## src/rtl/alu_muldiv_seq.sv

```systemverilog
// alu_muldiv_seq
//   Multi-cycle 16x16 multiply / 16/16 divide sequencer that drives the shared
//   ripple ALU (add/subtract with carry-out) one iteration per clock.
//   Multiply: unsigned shift-and-add. Divide: restoring division.
//   Owns the ALU operand mux while busy; done pulses one cycle with results.
//
//   Optional feature macro: SIGNED_OPS_EN
//     defined   : op[1]=1 selects signed multiply/divide (magnitude core with
//                 sign fix-up applied as results are registered)
//     undefined : op[1] ignored, all ops unsigned
//
// Ports:
//   clk, rst_n            clock (rising edge), asynchronous active-low reset
//   start, op, opa, opb   request pulse (sampled in IDLE), opcode, operands
//   busy, done            operation in progress / one-cycle result strobe
//   res_hi, res_lo        product[31:16]/remainder, product[15:0]/quotient
//   div_zero              divisor was zero, valid with done and held
//   alu_a, alu_b          ALU operands
//   alu_bnegate, alu_op   ALU subtract select, ALU opcode (constant add)
//   alu_result, alu_carry combinational ALU result and carry-out

module alu_muldiv_seq #(
    parameter logic [2:0]  ALU_ADD_OP = 3'b010,
    parameter int unsigned WIDTH      = 16
) (
    input  logic             clk,
    input  logic             rst_n,
    input  logic             start,
    input  logic [1:0]       op,
    input  logic [WIDTH-1:0] opa,
    input  logic [WIDTH-1:0] opb,
    output logic             busy,
    output logic             done,
    output logic [WIDTH-1:0] res_hi,
    output logic [WIDTH-1:0] res_lo,
    output logic             div_zero,
    output logic [WIDTH-1:0] alu_a,
    output logic [WIDTH-1:0] alu_b,
    output logic             alu_bnegate,
    output logic [2:0]       alu_op,
    input  logic [WIDTH-1:0] alu_result,
    input  logic             alu_carry
);

    typedef enum logic [1:0] {
        S_IDLE,
        S_MUL,
        S_DIV,
        S_FIN
    } state_t;

    localparam logic [3:0] LAST_ITER = 4'(WIDTH - 1);

    state_t           state, state_nx;
    logic [WIDTH-1:0] hi, lo, dvs;
    logic [3:0]       cnt;
    logic [WIDTH-1:0] cap_a, cap_b;
    logic [WIDTH-1:0] it_hi, it_lo;
    logic [WIDTH-1:0] fin_hi, fin_lo;
    logic             ok;
    logic             is_div, b_zero, last;

    assign is_div = op[0];
    assign b_zero = (opb == '0);
    assign last   = (cnt == LAST_ITER);

`ifdef SIGNED_OPS_EN
    logic sa, sb;
    logic neg_q, neg_r;

    // Operands are reduced to magnitudes here, outside the shared ALU.
    assign sa    = op[1] & opa[WIDTH-1];
    assign sb    = op[1] & opb[WIDTH-1];
    assign cap_a = sa ? -opa : opa;
    assign cap_b = sb ? -opb : opb;
`else
    logic unused_op_hi;

    assign unused_op_hi = op[1];
    assign cap_a        = opa;
    assign cap_b        = opb;
`endif

    // ---------------- FSM: state register ----------------
    always_ff @(posedge clk or negedge rst_n) begin
        if (!rst_n) begin
            state <= S_IDLE;
        end else begin
            state <= state_nx;
        end
    end

    // ---------------- FSM: next state ----------------
    always_comb begin
        state_nx = state;
        case (state)
            S_IDLE: begin
                if (start) begin
                    if (!is_div)     state_nx = S_MUL;
                    else if (b_zero) state_nx = S_FIN;
                    else             state_nx = S_DIV;
                end
            end
            S_MUL, S_DIV: begin
                if (last) state_nx = S_FIN;
            end
            S_FIN:   state_nx = S_IDLE;
            default: state_nx = S_IDLE;
        endcase
    end

    // ---------------- FSM: outputs / ALU operand mux ----------------
    assign alu_op = ALU_ADD_OP;

    always_comb begin
        busy        = 1'b0;
        done        = 1'b0;
        alu_a       = '0;
        alu_b       = '0;
        alu_bnegate = 1'b0;
        case (state)
            S_MUL: begin
                busy  = 1'b1;
                alu_a = hi;
                alu_b = dvs;
            end
            S_DIV: begin
                busy        = 1'b1;
                // Low 16 bits of the 17-bit partial remainder {rem, q[msb]}.
                alu_a       = {hi[WIDTH-2:0], lo[WIDTH-1]};
                alu_b       = dvs;
                alu_bnegate = 1'b1;
            end
            S_FIN:   done = 1'b1;
            default: ;
        endcase
    end

    // ---------------- One iteration of the active algorithm ----------------
    always_comb begin
        it_hi = hi;
        it_lo = lo;
        // Subtract fits when ALU shows no borrow or the dropped 17th bit is set.
        ok    = alu_carry | hi[WIDTH-1];
        case (state)
            S_MUL: begin
                if (lo[0]) begin
                    it_hi = {alu_carry, alu_result[WIDTH-1:1]};
                    it_lo = {alu_result[0], lo[WIDTH-1:1]};
                end else begin
                    it_hi = {1'b0, hi[WIDTH-1:1]};
                    it_lo = {hi[0], lo[WIDTH-1:1]};
                end
            end
            S_DIV: begin
                it_hi = ok ? alu_result : {hi[WIDTH-2:0], lo[WIDTH-1]};
                it_lo = {lo[WIDTH-2:0], ok};
            end
            default: ;
        endcase
    end

    // ---------------- Result fix-up on the final iteration ----------------
`ifdef SIGNED_OPS_EN
    logic [2*WIDTH-1:0] prod;

    assign prod = {it_hi, it_lo};

    always_comb begin
        if (state == S_DIV) begin
            fin_hi = neg_r ? -it_hi : it_hi;
            fin_lo = neg_q ? -it_lo : it_lo;
        end else begin
            {fin_hi, fin_lo} = neg_q ? -prod : prod;
        end
    end
`else
    assign fin_hi = it_hi;
    assign fin_lo = it_lo;
`endif

    // ---------------- Datapath registers ----------------
    always_ff @(posedge clk or negedge rst_n) begin
        if (!rst_n) begin
            hi       <= '0;
            lo       <= '0;
            dvs      <= '0;
            cnt      <= '0;
            res_hi   <= '0;
            res_lo   <= '0;
            div_zero <= 1'b0;
`ifdef SIGNED_OPS_EN
            neg_q    <= 1'b0;
            neg_r    <= 1'b0;
`endif
        end else begin
            case (state)
                S_IDLE: begin
                    if (start) begin
                        cnt      <= '0;
                        hi       <= '0;
                        div_zero <= 1'b0;
`ifdef SIGNED_OPS_EN
                        neg_q    <= sa ^ sb;
                        neg_r    <= sa;
`endif
                        if (is_div) begin
                            lo  <= cap_a;
                            dvs <= cap_b;
                            if (b_zero) begin
                                div_zero <= 1'b1;
                                res_hi   <= opa;
                                res_lo   <= '1;
                            end
                        end else begin
                            lo  <= cap_b;
                            dvs <= cap_a;
                        end
                    end
                end
                S_MUL, S_DIV: begin
                    hi  <= it_hi;
                    lo  <= it_lo;
                    cnt <= cnt + 4'd1;
                    // Results are registered on entry to FIN so they are
                    // valid in the same cycle as the done pulse.
                    if (last) begin
                        res_hi <= fin_hi;
                        res_lo <= fin_lo;
                    end
                end
                default: ;
            endcase
        end
    end

endmodule

```

## config.mk

```make
export PLATFORM = sky130hd
export DESIGN_NAME = alu_muldiv_seq
export DESIGN_NICKNAME = d
export VERILOG_FILES = /design/src/rtl/alu_muldiv_seq.sv
export SDC_FILE = /design/constraint.sdc
export NUM_CORES = 1
export LEC_CHECK = 0
export ABC_AREA = 1
export CORE_MARGIN = 2
export CORE_UTILIZATION = 33
export CTS_BUF_LIST = sky130_fd_sc_hd__clkbuf_8 sky130_fd_sc_hd__clkbuf_16
export DETAILED_ROUTE_END_ITERATION = 10
export DONT_BUFFER_PORTS = 1
export GPL_TIMING_DRIVEN = 1
export PLACE_DENSITY = 0.53
export SYNTH_ARGS = -nofsm -noshare
export SYNTH_HDL_FRONTEND = slang
export SYNTH_SLANG_ARGS = --single-unit
```

## constraint.sdc

```tcl
create_clock -name clk -period 2.1 [get_ports clk]
set_input_delay 0.42 -clock clk [delete_from_list [all_inputs] [get_ports clk]]
set_output_delay 0.42 -clock clk [all_outputs]
set_load 0.05 [all_outputs]
```

# Word-level counts from Yosys, hierarchy flattened
# Index checks and enable logic that the tools add are counted.
# classes
add_sub_neg	1
mul	0
div	0
order_cmp	0
eq_ne	8
n_shift	0
n_mux	35
bitwise	1
reduce_logical	8
# ops
cell	count
$mux W16	16
$pmux W16 S2	7
$logic_not A16 Y1	1
$pmux W4 S2	1
$mux W1	6
$mux W2	3
$ne A2 B2 Y1 const B	3
$pmux W2 S3	1
$reduce_and A2 Y1	3
$reduce_and A5 Y1	1
$add A4 B1 Y4 const B	1
$eq A2 B2 Y1 const B	2
$eq A4 B4 Y1 const B	1
$mux W4	1
$eq A2 B1 Y1 const B	1
$logic_not A2 Y1	1
$ne A2 B1 Y1 const B	1
$reduce_bool A2 Y1	1
$reduce_or A2 Y1	1
$or A1 B1 Y1	1
# word_totals
reg_bits	87
latchBits	0
mem_bits_rw	0
romBits	0
input_bits	54
output_inout_bits	71
word_cells	61
mem_count	0

# Depth between registers and ports, before layout
# Gate-level depths: netlist of run 1.
# depth
ltp_word	5
ltp_mapped	11
ltp_nobuf	10

# Worst setup path after synthesis of run 1
# OpenSTA, ideal clock, no wires.
# synth_timing
path_type	reg-to-output
startpoint	reg state[0]
endpoint	out alu_a[11]
t_arrival_ns	2.387
t_required_ns	1.680
slack_ns	-0.707
stages_incl_launch_ff	8
n_path_buf	3
cell_sequence	dfrtp_1 -> inv_1 -> ha_1 -> buf_6 -> inv_1 -> buf_2 -> buf_1 -> a21oi_1
# synth_via
elab_chain_len	2
elab_cells_between_ends	3
classes_between	eq/ne: 2; mux: 1
# synth_lines
item	line	rtl
from (decl)	54	state_t state, state_nx;
from (signal assigned)	89	state <= state_nx;
$eq A2 B2 Y1 or $eq A2 B1 Y1 (tied branches)	121	case (state)
$pmux W16 S2 (*)	121	
to (decl)	37	output logic [WIDTH-1:0] alu_a,
# Every way passes the cells marked *; elsewhere a longest branch is shown, timed or not.

# Worst setup path after layout of run 1
# layout_timing
startpoint	reg state[1]
endpoint	out alu_b[6]
# layout_via
elab_chain_len	3
elab_cells_between_ends	4
classes_between	eq/ne: 2; mux: 1; reduce/logical: 1
# layout_lines
item	line	rtl
$eq A2 B1 Y1 or $eq A2 B2 Y1 (tied branches)	121	
$reduce_or A2 Y1 (no line) (*)	--	
$mux W16 (*)	121	
to (decl)	38	output logic [WIDTH-1:0] alu_b,
# Marks and branches as above.

==> metrics.yaml, run 1 <==
cts.sinks: 87
cp-end-kind: "output port"
synth_area_um2: 5240
drv_slew: 0
grt_pass1_wl_mm: 27.2
ant_nets: 0
crit_chain: "inv_2 -> ha_4 -> buf_4 -> nand2_1 -> clkinvlp_4"
die_h_um: 130
ys_seq_area_share_pct: 41.5
die_area_um2: 16900
synth_top_area_share_pct: 41.5
multiInputGateArea_um2: 2800
critPathMaxFanout: 11
antenna_cells: 0
postSynthAreaPerCell_um2: 6.77
period_minus_slack_ns: 2.10
r2r_slack_ns: 0.18
cts_made_buffers: 9
placementRows: 46
yosys_warnings: 0
dp_hpwl_mm: 12.0
fin_skew_ns: 0.00466
worstSkewPairLatency_ns: 0.35
viasPerCell: 5.00
drc_errors: 0
area_growth_syn_to_layout_pct: 25.4
synth.largest_area_cell: "dfrtp_1"
layoutNonFillerInstCount: 1008
register_area_um2: 2180
portBuffers: 0
worstPathRequired_ns: 1.68
setup_viol: 1
crit_path_max_incr_delay_ns: 0.39
wire_per_inst_um: 17.2
fmax_mhz: 476
die_width_um: 130
crit_path_end: "alu_b[6]"
failed_checks: "hold timing, setup timing"
synthSimpleGateAreaFrac_pct: 37.8
drv_cap: 0
grt-ovfl-total: 0
critPathLaunch: "state[1]$_DFFE_PN0P_"
cts_buffer_depth: 2
start_util_pct: 33.4
synth_top_family_by_area: "simple AND/OR/NAND/NOR gates"
drive_gt1_share_pct: 15.8
fillCellCount: 1648
r2r-start: "state[0]$_DFFE_PN0P_"
synth.area.mux_share_pct: 0
crit_type: "reg2out"
cp.arrival_ns: 1.68
drt_wl_total_mm: 17.4
worstMarginPinSlew_ns: 0.660
critPathTopFamily: "buffers and inverters"
clk_pin_slew_worst_paths_ns: 0.07
gp_congestion: 0.832
synth_seq_cells: 87
synthXorXnorAreaFrac_pct: 0
layout_setup_ws_ns: -0.00118
min_period_over_period_pct: 100
num-nets-final: 846
synthAdderAreaFrac_pct: 1.19
grt_setup_unrepaired: "yes"
track_usage_pct: 21.1
cts_tree: "done"
cts_max_level: 3
antenna_found_initial: 0
root_buffer: "clkbuf_16"
yosysUniqueCellTypes: 28
dr.pass1.iters: 5
core_area_um2: 15700
grt_pass1_vias: 4720
drt_iter0_markers: 616
synthCells: 775
post-place-cells: 982
dr_total_vias: 5041
critPathBufInv: 3
worstSetupStartpointType: "flop"
whs_ns: -0.234
synth-compound-area-share_pct: 9.59
reg2reg_depth: 11
synthTopCellsByArea: "dfrtp_1 (42%), nand2_1 (26%), nand3_1 (7.6%), a21oi_1 (5.3%), inv_1 (3.0%)"
relSlewSlack_pct: 56.0
outcome: "finished, violations left"
hp-class: "in2async"
path_depth: 5
timing.rr.end: "res_hi[10]$_DFFE_PN0P_"
ioPinCount: 125
hold_viol_final: 87
slowest_stage: "dfrtp_1"
grt_max_degree: 88
[sequential cells by signal (all words and copies together), names as in the netlist]
register	flops
lo	16
res_hi	16
hi	16
res_lo	16
state	2
dvs	16
cnt	4
div_zero	1
[cell usage in the layout, fill, tap and decap left out, drive strengths merged]
cell type    n
nand2      374
clkinvlp    11
inv         38
a21oi       56
or2          1
clkbuf      11
nand3       81
o22ai        1
a22o         1
dfrtp       87
nor2        31
conb         3
ha           5
bufinv       1
bufbuf       2
buf         47
o21ai       40
clkinv       1
nand4        1
[metal layers]
layer / track usage, % / part of all wire, % / vias up
li1: - / - / 2481
met1: 28.3 / 42 / 2360
met2: 33.7 / 48 / 179
met3: 4.96 / 8.5 / 21
met4: 7.21 / 1.8 / 0
met5: 0 / 0 / -
[metrics by stage]
| stage | utilization [%] | worst slack, ns | hold slack [ns] | setup TNS [ns] | instance area [um2] |
|---|---|---|---|---|---|
| floorplan | - | -0.0624 | 0.124 | -0.375 | 5440 |
| global placement | 38.2 | 0.175 | 0.131 | 0 | 6000 |
| detailed placement | 38.2 | 0.160 | 0.130 | 0 | 6000 |
| CTS | 41.3 | -0.0117 | -0.241 | -0.0230 | 6490 |
| global route | 41.9 | -0.0561 | -0.247 | -1.06 | 6580 |
| finish | 41.9 | -0.00118 | -0.234 | -0.00118 | 6580 |
[repair_timing]
item | 4_1_cts | 5_1_grt
resized for setup | 14 | 13
endpoints found under the hold margin | 87 | 87
pin swaps | 2 | 5
cloned | 3 | 2
setup buffers | 4 | 1
endpoints found under the setup margin | 32 | 32
[area by class of cell]
cell class	count	area share [%]
inverter	44	3.16
timing repair buffer	51	12.6
clock inverter	7	1.01
multi-input combinational	594	42.6
clock buffer	9	3.42
sequential	87	33.1
tap	216	4.11
[Yosys cell counts (all sizes together)]
| cell type | n |
|---|---|
| buf | 34 |
| o22ai | 1 |
| ha | 5 |
| dfrtp | 87 |
| dlymetal6s2s | 1 |
| conb | 2 |
| o21ai | 40 |
| clkbuf | 16 |
| nor2 | 31 |
| nand4 | 1 |
| a21oi | 56 |
| or2 | 1 |
| nand3 | 81 |
| inv | 44 |
| a22o | 1 |
| nand2 | 374 |
[worst min path at each step]
stage / startpoint / endpoint / slack [ns] / cells past startpoint
after floorplan: rst_n / cnt[0]$_DFFE_PN0N_ / 0.12 / 0
after global placement: rst_n / dvs[11]$_DFFE_PN0P_ / 0.13 / 0
after detailed placement: rst_n / dvs[11]$_DFFE_PN0P_ / 0.13 / 0
after CTS: rst_n / dvs[11]$_DFFE_PN0P_ / -0.24 / 0
after global routing: rst_n / dvs[13]$_DFFE_PN0P_ / -0.25 / 0
final: rst_n / dvs[11]$_DFFE_PN0P_ / -0.23 / 0
[logic make-up after synthesis]
family | count (synthesis)
compound gates | 98
fa+ha+maj | 5
buf+inv | 95
flops | 87
other cells | 2
simple gates | 488
Power of run 1 is not shown: default switching activity piles up to over one toggle a cycle in this logic, so the estimate is an artifact.
==> inputs of run 2 (changes only) <==
--- a/config.mk
+++ b/config.mk
@@ -6,7 +6,7 @@
 export NUM_CORES = 1
 export LEC_CHECK = 0
 export ABC_AREA = 1
-export CORE_MARGIN = 2
+export CORE_MARGIN = 10
 export CORE_UTILIZATION = 33
 export CTS_BUF_LIST = sky130_fd_sc_hd__clkbuf_8 sky130_fd_sc_hd__clkbuf_16
 export DETAILED_ROUTE_END_ITERATION = 10
==> metrics.yaml, run 2 (synthesis results as in run 1) <==
outcome: "finished, violations left"
failed_checks: "hold timing, setup timing"
grt-ovfl-total: 0
drc_errors: 0
cp-end-kind: "output port"
relSlewSlack_pct: 64.3
clk_pin_slew_worst_paths_ns: 0.07
grt_max_degree: 88
worstSkewPairLatency_ns: 0.35
dp_hpwl_mm: 12.9
period_minus_slack_ns: 2.12
dr_total_vias: 5030
setup_viol: 4
worstMarginPinSlew_ns: 0.534
drt_iter0_markers: 486
track_usage_pct: 16.6
grt_setup_unrepaired: "yes"
fmax_mhz: 473
setup-tns-final_ns: -0.0232
drv_cap: 0
cts_max_level: 3
worstSetupStartpointType: "flop"
r2r_slack_ns: 0.14
hold_viol_final: 87
area_growth_syn_to_layout_pct: 28.1
utilization_pct: 42.8
die_area_um2: 21300
hp-class: "in2async"
cp.arrival_ns: 1.70
num-nets-final: 847
placementRows: 46
drt_wl_total_mm: 18.4
cts_made_buffers: 9
worstPathRequired_ns: 1.68
die_width_um: 146
core_area_um2: 15700
portBuffers: 0
antenna_cells: 0
cts_buffer_depth: 2
whs_ns: -0.238
fin_skew_ns: 0.00907
start_util_pct: 33.4
antenna_found_initial: 0
min_period_over_period_pct: 101
layout_commonest_cell: "nand2_1"
viasPerCell: 4.99
post-place-cells: 981
gp_congestion: 0.856
grt_pass1_vias: 4830
die_h_um: 146
dr.pass1.iters: 5
crit_type: "reg2out"
ant_nets: 0
grt_pass1_wl_mm: 28.2
wire_per_inst_um: 18.2
cts.sinks: 87
drv_slew: 0
drive_gt1_share_pct: 17.8
cts_tree: "done"
layout_setup_ws_ns: -0.0153
final_cell_mix: "nand2_1 (337), dfrtp_1 (87), nand3_1 (80)"
layoutNonFillerInstCount: 1009
critPathMaxFanout: 8
ioPinCount: 125
root_buffer: "clkbuf_16"
run 2: per-layer routing:
metal	GRT usage [%]	routed length, um	vias up
li1	-	-	2477
met1	21.4	7630	2365
met2	25.7	8640	171
met3	5.41	1840	17
met4	5.51	250	0
met5	0	0	-
run 2: final cells by class:
cell class / count / area, um2
fill: 1629 / 8990
multi-input combinational: 594 / 2890
sequential: 87 / 2180
timing repair buffer: 52 / 898
tap: 216 / 270
clock buffer: 10 / 239
inverter: 44 / 208
clock inverter: 6 / 37.5
run 2: per-stage QoR:
step                      area [um2]  worst slack (ns)
after floorplan                 5440           -0.0624
after global placement          6010             0.143
after detailed placement        6010             0.141
after CTS                       6440           0.00262
after global routing            6720           -0.0585
final                           6720           -0.0153
run 2: worst paths after layout:
path	start	to	cells after the start
setup / recovery	state[0]$_DFFE_PN0P_	alu_a[2]	6
min in group clk	opb[9]	dvs[9]$_DFFE_PN0P_	2
hold reg to reg	lo[10]$_DFFE_PN0N_	lo[10]$_DFFE_PN0N_	2
hold / removal	rst_n	dvs[9]$_DFFE_PN0P_	0
max in group asynchronous	rst_n	hi[14]$_DFFE_PN0N_	0
setup reg to reg	state[0]$_DFFE_PN0P_	cnt[1]$_DFFE_PN0N_	8
run 2: worst max-delay path, stage by stage, from the launching register on:
cell and delay [ns]:
dfrtp_1 0.38, inv_2 0.11, ha_4 0.24, clkbuf_16 0.18, nand2_1 0.10, a21oi_4 0.17
buf_12 0.15
run 2: what timing repair did:
item	in CTS	in global routing
setup buffers	4	1
endpoints found under the hold margin	87	87
resized for setup	11	42
pin swaps	2	12
cloned	2	5
endpoints found under the setup margin	32	57
Power of run 2 is left out for the same reason.
